==> src/rtl/vrf_arbiter.sv <==
// vrf_arbiter
// Shares one single-port vector register file wrapper between NumReq
// requesters. A grant covers a whole vector operation: from the wrapper
// request through to its vector_done pulse. Ownership rotates round-robin.
//
// Ports
//   clk_i, rst_ni            clock, asynchronous active-low reset
//   req_i, we_i              per-requester request / write-back enable
//   raddr_a_i, raddr_b_i,
//   waddr_i, num_operands_i,
//   lmul_i, wdata_i          flattened per-requester command fields (slice k = requester k)
//   gnt_o                    one-hot owner indication
//   done_o                   one-cycle done pulse to the owner only
//   rdata_{a,b,c}_o          read elements broadcast to all requesters
//   vrf_*_o                  owner's command fields towards the wrapper
//   vrf_rdata_{a,b,c}_i,
//   vrf_done_i               read elements and vector_done from the wrapper
module vrf_arbiter #(
   parameter int unsigned NumReq    = 2,
   parameter int unsigned AddrWidth = 5,
   parameter int unsigned ELEN      = 32
) (
   input  logic                        clk_i,
   input  logic                        rst_ni,
   input  logic [NumReq-1:0]           req_i,
   input  logic [NumReq-1:0]           we_i,
   input  logic [NumReq*AddrWidth-1:0] raddr_a_i,
   input  logic [NumReq*AddrWidth-1:0] raddr_b_i,
   input  logic [NumReq*AddrWidth-1:0] waddr_i,
   input  logic [NumReq*2-1:0]         num_operands_i,
   input  logic [NumReq*3-1:0]         lmul_i,
   input  logic [NumReq*ELEN-1:0]      wdata_i,
   output logic [NumReq-1:0]           gnt_o,
   output logic [NumReq-1:0]           done_o,
   output logic [ELEN-1:0]             rdata_a_o,
   output logic [ELEN-1:0]             rdata_b_o,
   output logic [ELEN-1:0]             rdata_c_o,
   output logic                        vrf_req_o,
   output logic                        vrf_we_o,
   output logic [AddrWidth-1:0]        vrf_raddr_a_o,
   output logic [AddrWidth-1:0]        vrf_raddr_b_o,
   output logic [AddrWidth-1:0]        vrf_waddr_o,
   output logic [1:0]                  vrf_num_operands_o,
   output logic [2:0]                  vrf_lmul_o,
   output logic [ELEN-1:0]             vrf_wdata_o,
   input  logic [ELEN-1:0]             vrf_rdata_a_i,
   input  logic [ELEN-1:0]             vrf_rdata_b_i,
   input  logic [ELEN-1:0]             vrf_rdata_c_i,
   input  logic                        vrf_done_i
);

   localparam int unsigned OwnerW = (NumReq > 1) ? $clog2(NumReq) : 1;
   // One extra bit so rr_ptr + offset can exceed NumReq-1 before wrapping.
   localparam int unsigned SumW   = OwnerW + 1;

   typedef enum logic {
      ARB_IDLE = 1'b0,
      ARB_BUSY = 1'b1
   } arb_state_e;

   arb_state_e          state_reg, state_next;
   logic [OwnerW-1:0]   owner_reg, owner_next;
   logic [OwnerW-1:0]   rr_ptr_reg, rr_ptr_next;

   logic [NumReq-1:0]   one_hot_base;
   logic [NumReq-1:0]   owner_onehot;
   logic [OwnerW-1:0]   owner_inc;
   logic                pick_valid;
   logic [OwnerW-1:0]   pick_idx;
   logic                busy;

   // Unpacked views of the flattened per-requester fields.
   logic [AddrWidth-1:0] raddr_a_arr [NumReq];
   logic [AddrWidth-1:0] raddr_b_arr [NumReq];
   logic [AddrWidth-1:0] waddr_arr   [NumReq];
   logic [1:0]           nops_arr    [NumReq];
   logic [2:0]           lmul_arr    [NumReq];
   logic [ELEN-1:0]      wdata_arr   [NumReq];

   genvar gi;
   generate
      for (gi = 0; gi < NumReq; gi++) begin : g_unpack
         assign raddr_a_arr[gi] = raddr_a_i[gi*AddrWidth +: AddrWidth];
         assign raddr_b_arr[gi] = raddr_b_i[gi*AddrWidth +: AddrWidth];
         assign waddr_arr[gi]   = waddr_i[gi*AddrWidth +: AddrWidth];
         assign nops_arr[gi]    = num_operands_i[gi*2 +: 2];
         assign lmul_arr[gi]    = lmul_i[gi*3 +: 3];
         assign wdata_arr[gi]   = wdata_i[gi*ELEN +: ELEN];
      end
   endgenerate

   assign busy         = (state_reg == ARB_BUSY);
   assign one_hot_base = {{(NumReq-1){1'b0}}, 1'b1};
   assign owner_onehot = one_hot_base << owner_reg;
   assign owner_inc    = (owner_reg == OwnerW'(NumReq - 1)) ? '0 : owner_reg + OwnerW'(1);

   // Round-robin pick: scan offsets from the highest down so the last hit,
   // which is the smallest offset from rr_ptr, wins.
   always_comb begin
      logic [SumW-1:0]   sum;
      logic [OwnerW-1:0] idx;
      pick_valid = 1'b0;
      pick_idx   = '0;
      sum        = '0;
      idx        = '0;
      for (int i = int'(NumReq) - 1; i >= 0; i--) begin
         sum = {1'b0, rr_ptr_reg} + SumW'(i);
         if (sum >= SumW'(NumReq)) begin
            sum = sum - SumW'(NumReq);
         end
         idx = OwnerW'(sum);
         if ((req_i & (one_hot_base << idx)) != '0) begin
            pick_valid = 1'b1;
            pick_idx   = idx;
         end
      end
   end

   always_ff @(posedge clk_i or negedge rst_ni) begin
      if (!rst_ni) begin
         state_reg  <= ARB_IDLE;
         owner_reg  <= '0;
         rr_ptr_reg <= '0;
      end else begin
         state_reg  <= state_next;
         owner_reg  <= owner_next;
         rr_ptr_reg <= rr_ptr_next;
      end
   end

   always_comb begin
      state_next  = state_reg;
      owner_next  = owner_reg;
      rr_ptr_next = rr_ptr_reg;
      done_o      = '0;
      case (state_reg)
         ARB_IDLE: begin
            // vrf_done_i here is spurious and deliberately ignored.
            if (pick_valid) begin
               owner_next = pick_idx;
               state_next = ARB_BUSY;
            end
         end
         ARB_BUSY: begin
            // Only the wrapper's final done releases the grant, so every
            // register of an LMUL group stays with the same owner.
            if (vrf_done_i) begin
               done_o      = owner_onehot;
               rr_ptr_next = owner_inc;
               state_next  = ARB_IDLE;
            end
         end
         default: begin
            state_next = ARB_IDLE;
         end
      endcase
   end

   // Grant follows the state register, so it drops the cycle after done and
   // the wrapper always sees one idle cycle with req low between operations.
   assign gnt_o = busy ? owner_onehot : '0;

   always_comb begin
      vrf_req_o          = 1'b0;
      vrf_we_o           = 1'b0;
      vrf_raddr_a_o      = '0;
      vrf_raddr_b_o      = '0;
      vrf_waddr_o        = '0;
      vrf_num_operands_o = '0;
      vrf_lmul_o         = '0;
      vrf_wdata_o        = '0;
      if (busy) begin
         vrf_req_o          = 1'b1;
         vrf_we_o           = we_i[owner_reg];
         vrf_raddr_a_o      = raddr_a_arr[owner_reg];
         vrf_raddr_b_o      = raddr_b_arr[owner_reg];
         vrf_waddr_o        = waddr_arr[owner_reg];
         vrf_num_operands_o = nops_arr[owner_reg];
         vrf_lmul_o         = lmul_arr[owner_reg];
         vrf_wdata_o        = wdata_arr[owner_reg];
      end
   end

   // Read data is broadcast; each consumer qualifies it with its gnt_o bit.
   assign rdata_a_o = vrf_rdata_a_i;
   assign rdata_b_o = vrf_rdata_b_i;
   assign rdata_c_o = vrf_rdata_c_i;

endmodule

==> config.mk <==
export PLATFORM = sky130hd
export DESIGN_NAME = vrf_arbiter
export DESIGN_NICKNAME = d
export VERILOG_FILES = /design/src/rtl/vrf_arbiter.sv
export SDC_FILE = /design/constraint.sdc
export NUM_CORES = 1
export LEC_CHECK = 0
export CAP_MARGIN = 5
export CORE_AREA = 4 4 138 140
export DETAILED_ROUTE_END_ITERATION = 8
export DIE_AREA = 0 0 142 144
export SLEW_MARGIN = 20
export SYNTH_ARGS = -nofsm -noshare
export SYNTH_HDL_FRONTEND = slang
export SYNTH_SLANG_ARGS = --single-unit
==> constraint.sdc <==
create_clock -name clk_i -period 1.6 [get_ports clk_i]
set_input_delay 0.48 -clock clk_i [delete_from_list [all_inputs] [get_ports clk_i]]
set_output_delay 0.48 -clock clk_i [all_outputs]
set_load 0.01 [all_outputs]
==> results.cfg <==
[yosys]
postSynthAreaPerCell_um2 = 8.02
synthSimpleGateAreaFrac_pct = 20.7
synth_top_family_by_area = buffers and inverters
synth_compound_area_share_pct = 1.36
yosys_warnings = 0
syn-cell-area_um2 = 1840
synthMuxAreaShare_pct = 28.9
ys_ff_latch = 3
synthXorXnorAreaFrac_pct = 0
yosys.area_share.adder_pct = 0
yosysSeqAreaShare_pct = 4.09
synth_fp_nets = 436
syn_inst = 229
ys_types = 16

[layout]
postLayoutCellArea_um2 = 3130
drive_gt1_share_pct = 26.6
stdcell_count = 537
area_growth_pct = 70.3
n_antenna_cell = 0
layout_common_cells = 109 x clkdlybuf4s50_1, 56 x nor2b_1, 54 x buf_2
nets = 516
final_common_cell = clkdlybuf4s50_1
utilization_pct = 17.5

[detailed_routing]
wl_um = 7930
vias = 1763
first_pass_iters = 4
ant_nets = 0
drc_errors = 0
drt-vias-per-instance = 3.28
first_iter_violations = 22
wl_per_cell_um = 14.8

[placed_design]
dp.cells = 522
gp_congestion = 0.681
placed_cell_area_um2 = 3070
post-place-ws_ns = -0.618
io_buffer_count = 168
dp_hpwl_um = 5660

[timing]
relSlewSlack_pct = 89.9
min_period_over_period_pct = 120
fin_skew_ns = 0.00399
finalMaxSlewViolations = 0
hold_violations = 0
finalCriticalPeriod_ns = 1.92
rsz0062_at_grt = true
setup_viol = 57
worst_pin_slew_ns = 0.148
whs_ns = 0.447
clock.fmax_ghz = 0.520
setup_ws_ns = -0.321

[critical_path]
start_kind = register
setup.worst_path.start = owner_reg
reg2regPathDepth = 4
reg2reg_slack_ns = 0.36
critPathKind = register to primary output
timing.rr.start = owner_reg
crit_fanout = 8
required_ns = 1.12
cp-end-kind = primary output
cp-endpoint = vrf_lmul_o[1]
crit_arrival_ns = 1.44
r2r_end = rr_ptr_reg

[clock_tree]
cts_max_level = 1
numCtsBuffers = 3
cts_sinks = 3
clk_pin_slew_ns = 0.03
cts_tree = yes
insertion_delay_ns = 0.23
clock_path_buffers = 2
cts_hold_buf = 0
clock-root-buffer = clkbuf_16

[global_route]
groute.layer.met3.usage_pct = 4.10
grt_pass1_vias = 1867
antenna_found_initial = 1
use_met2_pct = 11.3
use_met1_pct = 6.74
grt_max_degree = 24
grt_remaining_overflow = 0
grt_pass1_wl_um = 10700
grtUsageTotal_pct = 7.11
grt-busiest-layer = met2

[pwr]
powerDensity_nw_per_um2 = 746
p_leak_nw = 1.39
ir_drop_mv = 0.897

[floorplanning]
dieArea_um2 = 20400
die_w_um = 142
fp-row-count = 49
initial_core_util_pct = 10.3
die_h_um = 144
ioPinCount = 361
core_um2 = 17800

[hold_path]
hold_path.class = input port to asynchronous set/reset pin

[status]
status = complete, but fails checks
violations = negative setup slack

[run]
cap_violations = 0
-- metrics by stage --
| stage | power (mW) | TNS (ns) |
|---|---|---|
| 4_1_cts | 2.38 | -15.55 |
| 3_5_place_dp | 1.81 | -30.88 |
| 3_3_place_gp | 1.78 | -30.24 |
| 5_1_grt | 2.49 | -17.96 |
| 6_report | 2.33 | -14.82 |
| 2_1_floorplan | 1.20 | 0 |
-- cells by family (layout without fill, tap and decap cells) --
group / count (synthesis) / in the layout
simple gates: 61 / 61
mux: 53 / 53
compound gates: 3 / 3
flops: 3 / 3
buf+inv: 109 / 188
-- worst min-delay path by stage --
stage,from,to,cells after the start
global route,rst_ni,owner_reg,1
finish,rst_ni,owner_reg,1
CTS,rst_ni,owner_reg,1
detailed placement,rr_ptr_reg,rr_ptr_reg,1
floorplan,rst_ni,busy,0
global placement,rr_ptr_reg,rr_ptr_reg,1
-- area by class of cell --
class	instances	area, µm²
fill	1985	14700
timing repair buffer	184	1720
multi-input combinational	117	956
tap	229	287
sequential	3	80.1
clock buffer	4	78.8
-- metal layers --
layer / up-vias / routed length, µm
li1: 806 / -
met1: 751 / 2730
met2: 154 / 3530
met3: 50 / 1150
met4: 2 / 515
met5: - / 8
-- what timing repair did --
action,4_1_cts,5_1_grt
setup endpoints to repair,58,57
cloned,5,0
gates resized for setup,245,3
setup buffers,5,1
-- cells in the mapped netlist --
master,count,area (µm²)
and3b_1,1,8.76
and2_1,1,6.26
buf_8,2,30.0
dfrtp_1,3,75.1
mux2i_1,53,531
clkbuf_2,1,5.00
buf_4,100,751
clkbuf_1,4,15.0
and3_1,1,6.26
buf_2,1,5.00
buf_12,1,20.0
nand2_1,2,7.51
nor2b_1,56,350
a21o_1,1,7.51
o31a_1,1,8.76
a2bb2oi_1,1,8.76
-- power breakdown --
group / total, mW / switching [mW] / internal (mW)
registers: 0.132 / 0.0336 / 0.0984
clock network: 0.406 / 0.0767 / 0.330
logic: 1.79 / 0.727 / 1.07
total: 2.33 / 0.837 / 1.50
-- critical path, stage by stage, from the launching register on --
cell	delay [ns]
dfrtp_4	0.54
buf_12	0.16
buf_16	0.15
mux2i_1	0.12
nor2b_1	0.11
buf_2	0.14
Power figures use the tool's default switching activity.
